### config.mk
export PLATFORM = sky130hd
export DESIGN_NAME = scfifo_wr_arbiter_flat
export DESIGN_NICKNAME = d
export VERILOG_FILES = /design/src/rtl/scfifo_wr_arbiter_if.sv /design/src/rtl/scfifo_wr_arbiter.sv /design/src/flat_wrapper.sv
export SDC_FILE = /design/constraint.sdc
export NUM_CORES = 1
export LEC_CHECK = 0
export ABC_AREA = 1
export BUFFER_PORTS_ARGS = -buffer_cell sky130_fd_sc_hd__buf_2
export CAP_MARGIN = 10
export CORE_MARGIN = 2
export CORE_UTILIZATION = 35
export CTS_CLUSTER_DIAMETER = 60
export DETAILED_ROUTE_END_ITERATION = 7
export SYNTH_ARGS = -nofsm -noshare
export SYNTH_HDL_FRONTEND = slang
export SYNTH_SLANG_ARGS = --single-unit
### constraint.sdc
create_clock -name clock -period 9.8 [get_ports clock]
set_input_delay 1.96 -clock clock [delete_from_list [all_inputs] [get_ports clock]]
set_output_delay 1.96 -clock clock [all_outputs]
set_load 0.05 [all_outputs]
### src/rtl/scfifo_wr_arbiter_if.sv
// Producer handshake and FIFO write/monitor signals shared by the arbiter
// and its environment. The slave modport is the arbiter's view.
interface scfifo_wr_arbiter_if #(
    parameter int NUM_REQ    = 4,
    parameter int DATA_WIDTH = 8,
    parameter int lpm_widthu = 4,
    parameter int ID_WIDTH   = $clog2(NUM_REQ)
);
    logic [NUM_REQ-1:0]             req_valid;
    logic [NUM_REQ*DATA_WIDTH-1:0]  req_data;
    logic [NUM_REQ-1:0]             req_ready;
    logic                           fifo_wrreq;
    logic [DATA_WIDTH+ID_WIDTH-1:0] fifo_data;
    logic                           fifo_rdreq;
    logic                           fifo_empty;
    logic [lpm_widthu:0]            usedw;
    logic                           full;
    logic                           underflow_err;

    modport master (
        output req_valid, req_data, fifo_rdreq, fifo_empty,
        input  req_ready, fifo_wrreq, fifo_data, usedw, full, underflow_err
    );

    modport slave (
        input  req_valid, req_data, fifo_rdreq, fifo_empty,
        output req_ready, fifo_wrreq, fifo_data, usedw, full, underflow_err
    );
endinterface

### src/rtl/scfifo_wr_arbiter.sv
// Round-robin write arbiter in front of a single-clock showahead FIFO.
// Grants one producer per cycle while credit remains, registers the
// {id, payload} word onto the FIFO write port and tracks occupancy so the
// FIFO is never written while full.
module scfifo_wr_arbiter #(
    parameter int NUM_REQ      = 4,
    parameter int DATA_WIDTH   = 8,
    parameter int lpm_numwords = 16,
    parameter int lpm_widthu   = 4
) (
    input  logic                  clock,
    input  logic                  aclr_n,
    scfifo_wr_arbiter_if.slave    bus
);
    localparam int ID_WIDTH = $clog2(NUM_REQ);
    localparam int UW       = lpm_widthu + 1;
    localparam int unsigned L_NREQ = NUM_REQ;
    localparam logic [UW-1:0] L_DEPTH = UW'(lpm_numwords);
    localparam logic [ID_WIDTH-1:0] L_LAST_INIT = ID_WIDTH'(NUM_REQ - 1);

    logic [ID_WIDTH-1:0]            r_last_grant;
    logic [UW-1:0]                  r_usedw;
    logic                           r_wrreq;
    logic [DATA_WIDTH+ID_WIDTH-1:0] r_data;
    logic                           r_underflow;

    logic                           w_credit;
    logic                           w_found;
    logic                           w_xfer;
    logic                           w_rd;
    logic [NUM_REQ-1:0]             w_grant;
    logic [ID_WIDTH-1:0]            w_grant_id;
    logic [DATA_WIDTH-1:0]          w_grant_data;
    int unsigned                    w_best_dist;
    int unsigned                    w_dist;

    assign w_credit = (r_usedw < L_DEPTH);
    assign w_rd     = bus.fifo_rdreq & ~bus.fifo_empty;
    assign w_xfer   = w_found & w_credit;

    // Pick the valid requester closest after last_grant in rotating order;
    // distance (i - last - 1) mod N ranks requesters without variable indexing.
    always_comb begin
        w_found      = 1'b0;
        w_grant_id   = '0;
        w_grant_data = '0;
        w_best_dist  = L_NREQ;
        w_dist       = 0;
        w_grant      = '0;
        for (int unsigned i = 0; i < L_NREQ; i++) begin
            w_dist = (i + L_NREQ - 1 - int'(r_last_grant)) % L_NREQ;
            if (bus.req_valid[i] && (w_dist < w_best_dist)) begin
                w_best_dist  = w_dist;
                w_found      = 1'b1;
                w_grant_id   = ID_WIDTH'(i);
                w_grant_data = bus.req_data[i*DATA_WIDTH +: DATA_WIDTH];
            end
        end
        for (int unsigned i = 0; i < L_NREQ; i++) begin
            w_grant[i] = w_xfer && (w_grant_id == ID_WIDTH'(i));
        end
    end

    // Register the winning word and remember the winner for rotation.
    always_ff @(posedge clock or negedge aclr_n) begin
        if (!aclr_n) begin
            r_wrreq      <= 1'b0;
            r_data       <= '0;
            r_last_grant <= L_LAST_INIT;
        end else begin
            r_wrreq <= w_xfer;
            if (w_xfer) begin
                r_data       <= {w_grant_id, w_grant_data};
                r_last_grant <= w_grant_id;
            end
        end
    end

    // Occupancy: +1 per accepted word, -1 per real read, saturating at 0.
    always_ff @(posedge clock or negedge aclr_n) begin
        if (!aclr_n) begin
            r_usedw <= '0;
        end else begin
            case ({w_xfer, w_rd})
                2'b10:   r_usedw <= r_usedw + UW'(1);
                2'b01:   if (r_usedw != '0) r_usedw <= r_usedw - UW'(1);
                default: r_usedw <= r_usedw;
            endcase
        end
    end

    // Sticky flag for a read the occupancy count cannot account for.
    always_ff @(posedge clock or negedge aclr_n) begin
        if (!aclr_n) begin
            r_underflow <= 1'b0;
        end else if (w_rd && !w_xfer && (r_usedw == '0)) begin
            r_underflow <= 1'b1;
        end
    end

    assign bus.req_ready     = w_grant;
    assign bus.fifo_wrreq    = r_wrreq;
    assign bus.fifo_data     = r_data;
    assign bus.usedw         = r_usedw;
    assign bus.full          = (r_usedw == L_DEPTH);
    assign bus.underflow_err = r_underflow;
endmodule

### src/flat_wrapper.sv
// flat-port wrapper written by rule: the top's interface ports become plain ports
module scfifo_wr_arbiter_flat 
#(
    parameter int NUM_REQ      = 4,
    parameter int DATA_WIDTH   = 8,
    parameter int lpm_numwords = 16,
    parameter int lpm_widthu   = 4
)
  (clock, aclr_n, bus_req_valid, bus_req_data, bus_fifo_rdreq, bus_fifo_empty, bus_req_ready, bus_fifo_wrreq, bus_fifo_data, bus_usedw, bus_full, bus_underflow_err);
  scfifo_wr_arbiter_if #(.NUM_REQ(NUM_REQ), .DATA_WIDTH(DATA_WIDTH), .lpm_widthu(lpm_widthu)) bus_i ();
  input  logic clock;
  input  logic aclr_n;
  input wire logic [$bits(bus_i.req_valid)-1:0] bus_req_valid;
  input wire logic [$bits(bus_i.req_data)-1:0] bus_req_data;
  input wire logic [$bits(bus_i.fifo_rdreq)-1:0] bus_fifo_rdreq;
  input wire logic [$bits(bus_i.fifo_empty)-1:0] bus_fifo_empty;
  output wire logic [$bits(bus_i.req_ready)-1:0] bus_req_ready;
  output wire logic [$bits(bus_i.fifo_wrreq)-1:0] bus_fifo_wrreq;
  output wire logic [$bits(bus_i.fifo_data)-1:0] bus_fifo_data;
  output wire logic [$bits(bus_i.usedw)-1:0] bus_usedw;
  output wire logic [$bits(bus_i.full)-1:0] bus_full;
  output wire logic [$bits(bus_i.underflow_err)-1:0] bus_underflow_err;
  assign bus_i.req_valid = bus_req_valid;
  assign bus_i.req_data = bus_req_data;
  assign bus_i.fifo_rdreq = bus_fifo_rdreq;
  assign bus_i.fifo_empty = bus_fifo_empty;
  assign bus_req_ready = bus_i.req_ready;
  assign bus_fifo_wrreq = bus_i.fifo_wrreq;
  assign bus_fifo_data = bus_i.fifo_data;
  assign bus_usedw = bus_i.usedw;
  assign bus_full = bus_i.full;
  assign bus_underflow_err = bus_i.underflow_err;
  scfifo_wr_arbiter #(.NUM_REQ(NUM_REQ), .DATA_WIDTH(DATA_WIDTH), .lpm_numwords(lpm_numwords), .lpm_widthu(lpm_widthu)) u_core (.clock(clock), .aclr_n(aclr_n), .bus(bus_i));
endmodule
==> results.json, run 1 <==
{
  "max_freq_mhz": 135,
  "clock_sinks": 19,
  "num_rows": 23,
  "synth_seq_cells": 19,
  "whs_ns": 0.463,
  "drive_above_1_share": 0.286,
  "max_slew_margin": 0.694,
  "fp.dieArea_um2": 4640,
  "critPathRequiredTime_ns": 7.84,
  "leakage_nw": 1.07,
  "cp.arrival_ns": 5.46,
  "r2r_cells": 19,
  "worst_pin_slew_ns": 0.458,
  "cts_tree": "built",
  "hold_depth": 1,
  "synth.distinct_cells": 28,
  "ctsRootBufferMaster": "clkbuf_8",
  "place_congestion": 0.856,
  "hp-class": "register to register",
  "finalPower_mw": 0.648,
  "worstPathMaxFanout": 23,
  "core_area_um2": 3970,
  "num_io_pins": 62,
  "htreeDepth": 1,
  "endpoint_kind": "output port",
  "antennaDiodeCount": 0,
  "cts_resized": 0,
  "post_cts_buffers": 0,
  "firstDrtPassIters": 4,
  "syn_to_final_growth_pct": 24.7,
  "path_clk_slew_ns": 0.07,
  "viasPerCell": 4.71,
  "path_class": "primary input to output port",
  "r2r_start": "u_core.r_last_grant[1]",
  "netlist_area_um2": 1440,
  "grt_usage": 0.176,
  "startpoint_type": "primary input",
  "power_density_nw_per_um2": 361,
  "rsz0062_at_grt": "false",
  "die_w_um": 68.1,
  "dr_total_vias": 1502,
  "run_status": "finished, final reports clean",
  "clkLatencyLatePin_ns": 0.25,
  "cap_violations": 0,
  "wl_um": 3770,
  "finalMaxSlewViolations": 0,
  "ir_worst_vdd_mv": 0.151,
  "antenna_left": 0,
  "synth_flop_cell": "dfrtp_1",
  "cts_buffers": 3,
  "reg2reg_slack_ns": 6.23,
  "cts_buffer_depth": 2,
  "setup_viol": 0,
  "drc": 0,
  "initial_core_util": 0.363,
  "syn_area_per_cell_um2": 6.76,
  "skew_ns": 0.00340,
  "io_buffers": 61,
  "synth_fp_nets": 259,
  "nNetsFinal": 316,
  "holdBufCountCts": 0,
  "hold_start": "u_core.bus.underflow_err",
  "die_y_um": 68.1,
  "drt_iter0_drc": 47,
  "grt_pass1_vias": 1448,
  "min_to": "u_core.bus.underflow_err",
  "hold_viol": 0,
  "grt_max_degree": 24,
  "reg2reg_to": "u_core.r_last_grant[0]",
  "yosys_warnings": 0,
  "nFillCells": 422,
  "grt_pass1_wl_um": 6260,
  "hpwl_um": 3000,
  "routedWlPerCell_um": 11.8,
  "async_flop_share": 1.00,
  "seq_area_frac_synth": 0.332,
  "synth_edf_count": 0,
  "antenna_found_initial": 0,
  "timing.final.crit_period_ns": 7.42,
  "setup-tns-final_ns": 0,
  "syn_inst": 213,
  "overflow": 0,
  "finalCritPeriodShare": 0.757
}
## power breakdown
part / internal [mW] / leakage, nW / total (mW) / switching (mW)
clock network: 0.0289 / 0.0228 / 0.0542 / 0.0253
registers: 0.121 / 0.228 / 0.153 / 0.0316
logic: 0.119 / 0.819 / 0.442 / 0.323
total: 0.269 / 1.07 / 0.648 / 0.380
## cell families (layout without fill, tap and decap cells)
group                    Yosys count  after routing  synth area share
AND/OR/NAND/NOR                  132            132             0.422
buffers and inverters             44            100             0.131
flip-flops                        19             19             0.332
AO/OA/AOI/OAI                      9              9            0.0391
adder cells (fa/ha/maj)            6              6            0.0573
XOR/XNOR                           3              3            0.0182
## per-stage QoR
stage | utilization | cells | worst slack (ns) | area (µm²)
global placement | 0.441 | 315 | 2.49 | 1750
finish | 0.452 | 319 | 2.38 | 1800
detailed placement | 0.441 | 315 | 2.41 | 1750
CTS | 0.452 | 319 | 2.40 | 1800
floorplan | - | 213 | 2.82 | 1440
global route | 0.452 | 319 | 1.97 | 1800
## layer usage
layer	share of wire	global-route usage
met5	0	0
met4	0	0.0225
met3	0.059	0.0378
met2	0.45	0.289
met1	0.49	0.244
## worst max path at each step
stage                          start                to  slack (ns)  cells after the start
floorplan           bus_req_valid[0]  bus_req_ready[0]        2.82                     22
global placement    bus_req_valid[0]  bus_req_ready[2]        2.49                     21
detailed placement  bus_req_valid[0]  bus_req_ready[2]        2.41                     21
CTS                 bus_req_valid[0]  bus_req_ready[2]        2.40                     21
global route        bus_req_valid[0]  bus_req_ready[2]        1.97                     21
finish              bus_req_valid[0]  bus_req_ready[2]        2.38                     21
## synthesized netlist by cell type (2+ instances only)
cell / number / area [µm²]
nand2_2: 5 / 31.3
ha_1: 5 / 62.6
buf_6: 2 / 22.5
xor2_1: 2 / 17.5
clkbuf_1: 2 / 7.51
buf_2: 4 / 20.0
dfstp_2: 2 / 52.6
o21ai_0: 3 / 15.0
nand3_1: 40 / 200
inv_1: 34 / 128
a21oi_1: 2 / 10.0
nand4_1: 9 / 56.3
nor2_1: 13 / 48.8
dfrtp_1: 17 / 425
nand2_1: 60 / 225
## flip-flops by register name (all words and copies together) (netlist names)
register                  flops
u_core.bus.fifo_data         10
u_core.bus.fifo_wrreq         1
u_core.bus.underflow_err      1
u_core.bus.usedw              5
u_core.r_last_grant           2
## layout make-up
class                   count  area [µm²]  share of cell area
inverters                  35         131              0.0732
well taps                  50        62.6              0.0348
multi-input cells         150         773               0.431
clock buffers               4        45.0              0.0251
flip-flops and latches     19         478               0.266
repair buffers             61         305               0.170
## critical path: stages
cell     delay, ns
buf_2         0.20
inv_1         0.13
o21ai_2       0.42
inv_1         0.30
o21ai_0       0.28
ha_1          0.27
nand2_1       0.06
nand2_1       0.04
nand2_1       0.07
nand2_2       0.23
nand2_1       0.14
o21ai_0       0.09
ha_1          0.28
nand2_1       0.08
nand2_2       0.06
nand2_4       0.10
nand2_2       0.16
nand2_1       0.10
nand2_1       0.09
nor2_1        0.12
buf_2         0.28
## layout by cell type, fill, tap and decap left out
cell       n
a31oi_1    1
dfrtp_1   17
dfstp_2    2
xnor2_1    1
nand2_2    5
clkbuf_1   1
o21bai_1   1
nand2_4    1
or2_0      1
fa_1       1
buf_2     61
inv_2      1
or2_2      1
a21oi_1    2
o21ai_2    1
ha_1       5
nor2_1    13
a31o_2     1
nand2_1   60
clkbuf_8   3
nand3_1   40
nand4_1    9
inv_1     34
nor3_4     1
o21ai_0    3
nor4_1     1
xor2_1     2
(Power assumes the default switching activity.)
==> run 2, diff against run 1 <==
==> constraint.sdc (replaced) <==
create_clock -name clock -period 6.31 [get_ports clock]
set_input_delay 1.262 -clock clock [delete_from_list [all_inputs] [get_ports clock]]
set_output_delay 1.262 -clock clock [all_outputs]
set_load 0.05 [all_outputs]
==> run 2 against run 1 <==
  * First-iteration DRC count is 2.1% higher
  * Critical endpoint unchanged
  * Total power up 56%
  * Global-route usage is 0.13 points higher
  * Non-clock buffer count is 1 higher
  * Highest routed layer is now met4
  * Critical path type unchanged
  * Hold slack better by 0.0067 ns
==> results.json, run 2 (synthesized netlist as in run 1, its figures left out) <==
{
  "setup_viol": 0,
  "drt_iter0_drc": 48,
  "cts_buffer_depth": 2,
  "crit_top_cell": "nand2_1",
  "path_cells": "buf_2 > inv_1 > o21ai_2 > buf_4 > inv_1 > o21ai_0 > ha_1 > nand2_1 > nand2_1 > nand2_1 > nand2_2 > nand2_1 > o21ai_0 > ha_1 > nand2_1 > nand2_2 > nand2_4 > nand2_2 > nand2_1 > nand2_1 > nor2_1 > buf_2",
  "p_int_mw": 0.419,
  "cap_violations": 0,
  "worstPathMaxFanout": 23,
  "initial_core_util": 0.363,
  "cts_tree": "built",
  "hp-class": "register to register",
  "critPathRequiredTime_ns": 5.05,
  "place_congestion": 0.879,
  "run_status": "finished, final reports clean",
  "wl_um": 3750,
  "p_seq_frac": 0.238,
  "hold_start": "u_core.bus.underflow_err",
  "power_switching_mw": 0.591,
  "worst_pin_slew_ns": 0.429,
  "num_io_pins": 62,
  "grt_pass1_wl_um": 6200,
  "die_y_um": 68.1,
  "share_comb_of_total_power": 0.680,
  "critPathLaunch": "bus_req_valid[0]",
  "nNetsFinal": 317,
  "finalPower_mw": 1.01,
  "grt_usage": 0.177,
  "core_area_um2": 3970,
  "max_freq_mhz": 173,
  "cts_buffers": 3,
  "startpoint_type": "primary input",
  "grt_max_degree": 24,
  "viasPerCell": 4.80,
  "hold_viol": 0,
  "cts_resized": 0,
  "die_w_um": 68.1,
  "layout_commonest_cell": "buf_2",
  "timing.final.crit_period_ns": 5.77,
  "power_density_nw_per_um2": 560,
  "ir_worst_vdd_mv": 0.266,
  "firstDrtPassIters": 4,
  "max_stage_delay_ns": 0.28,
  "mostFrequentLayoutCells": "buf_2, nand2_1, nand3_1, inv_1, dfrtp_1",
  "post_cts_buffers": 0,
  "fp.dieArea_um2": 4640,
  "clock_sinks": 19,
  "leakage_nw": 1.07,
  "grt_pass1_vias": 1417,
  "largest_reg_flops": 10,
  "finalCritPeriodShare": 0.915,
  "holdBufCountCts": 0,
  "pwr-share-clk": 0.082,
  "routedWlPerCell_um": 11.7,
  "hpwl_um": 3000,
  "ctsRootBufferMaster": "clkbuf_8",
  "dr_total_vias": 1535,
  "crit_slowest_cell": "ha_1",
  "p_sw_frac": 0.585,
  "antenna_found_initial": 0,
  "r2r_start": "u_core.r_last_grant[1]",
  "setup-tns-final_ns": 0,
  "cp.arrival_ns": 4.51,
  "path_clk_slew_ns": 0.07,
  "num_rows": 23,
  "max_slew_margin": 0.714,
  "clkLatencyLatePin_ns": 0.25,
  "path_class": "primary input to output port",
  "overflow": 0,
  "endpoint_kind": "output port",
  "antennaDiodeCount": 0,
  "htreeDepth": 1,
  "io_buffers": 61,
  "drc": 0,
  "syn_to_final_growth_pct": 25.2,
  "antenna_left": 0,
  "skew_ns": 0.00346,
  "rsz0062_at_grt": "false",
  "drive_above_1_share": 0.289,
  "finalMaxSlewViolations": 0
}
-- run 2: cell count changes in the layout (fill, tap and decap cells not counted), sizes merged --
cell  previous run  this run
buf             61        62
-- run 2: power by group through the flow --
| stage | combinational, mW | clock (mW) | sequential (mW) |
|---|---|---|---|
| after floorplan | 0.375 | 0 | 0.413 |
| after global placement | 0.684 | 0 | 0.242 |
| after detailed placement | 0.690 | 0 | 0.242 |
| after CTS | 0.693 | 0.0876 | 0.241 |
| after global routing | 0.771 | 0.0947 | 0.249 |
| final | 0.687 | 0.0831 | 0.240 |
-- run 2: area by class of cell --
type	instances	area, µm²
inverter	35	131
fill	407	2170
timing repair buffer	62	313
multi-input combinational	150	773
sequential	19	478
tap	50	62.6
clock buffer	4	45.0
-- run 2: stage by stage --
step                cell area (µm²)  setup WS [ns]   util  cells  hold WS (ns)
floorplan                      1440          0.730      -    213         0.478
global placement               1760          0.623  0.443    316         0.448
detailed placement             1760          0.574  0.443    316         0.454
CTS                            1800          0.569  0.454    320         0.471
global route                   1800          0.158  0.454    320         0.502
finish                         1800          0.537  0.454    320         0.470
-- run 2: final timing paths --
check	end	slack, ns	cells after the start
setup reg to reg	u_core.r_last_grant[0]	2.97	20
hold / removal	u_core.bus.underflow_err	0.47	1
setup / recovery	bus_req_ready[2]	0.54	22
hold reg to reg	u_core.bus.underflow_err	0.47	1
max in group asynchronous	u_core.r_last_grant[0]	5.04	1
min in group asynchronous	u_core.bus.usedw[3]	0.94	1
-- run 2: layer usage --
layer	GRT usage	up-vias	wire [µm]
met1	0.234	673	1730
met5	0	-	0
li1	-	789	-
met3	0.0477	6	301
met2	0.285	67	1660
met4	0.0500	0	53
-- run 2: critical path, delay by kind of cell --
kind	cells	cell delay (ns)
buf+inv	5	0.99
simple gates	12	1.20
compound gates	3	0.49
fa+ha+maj	2	0.55
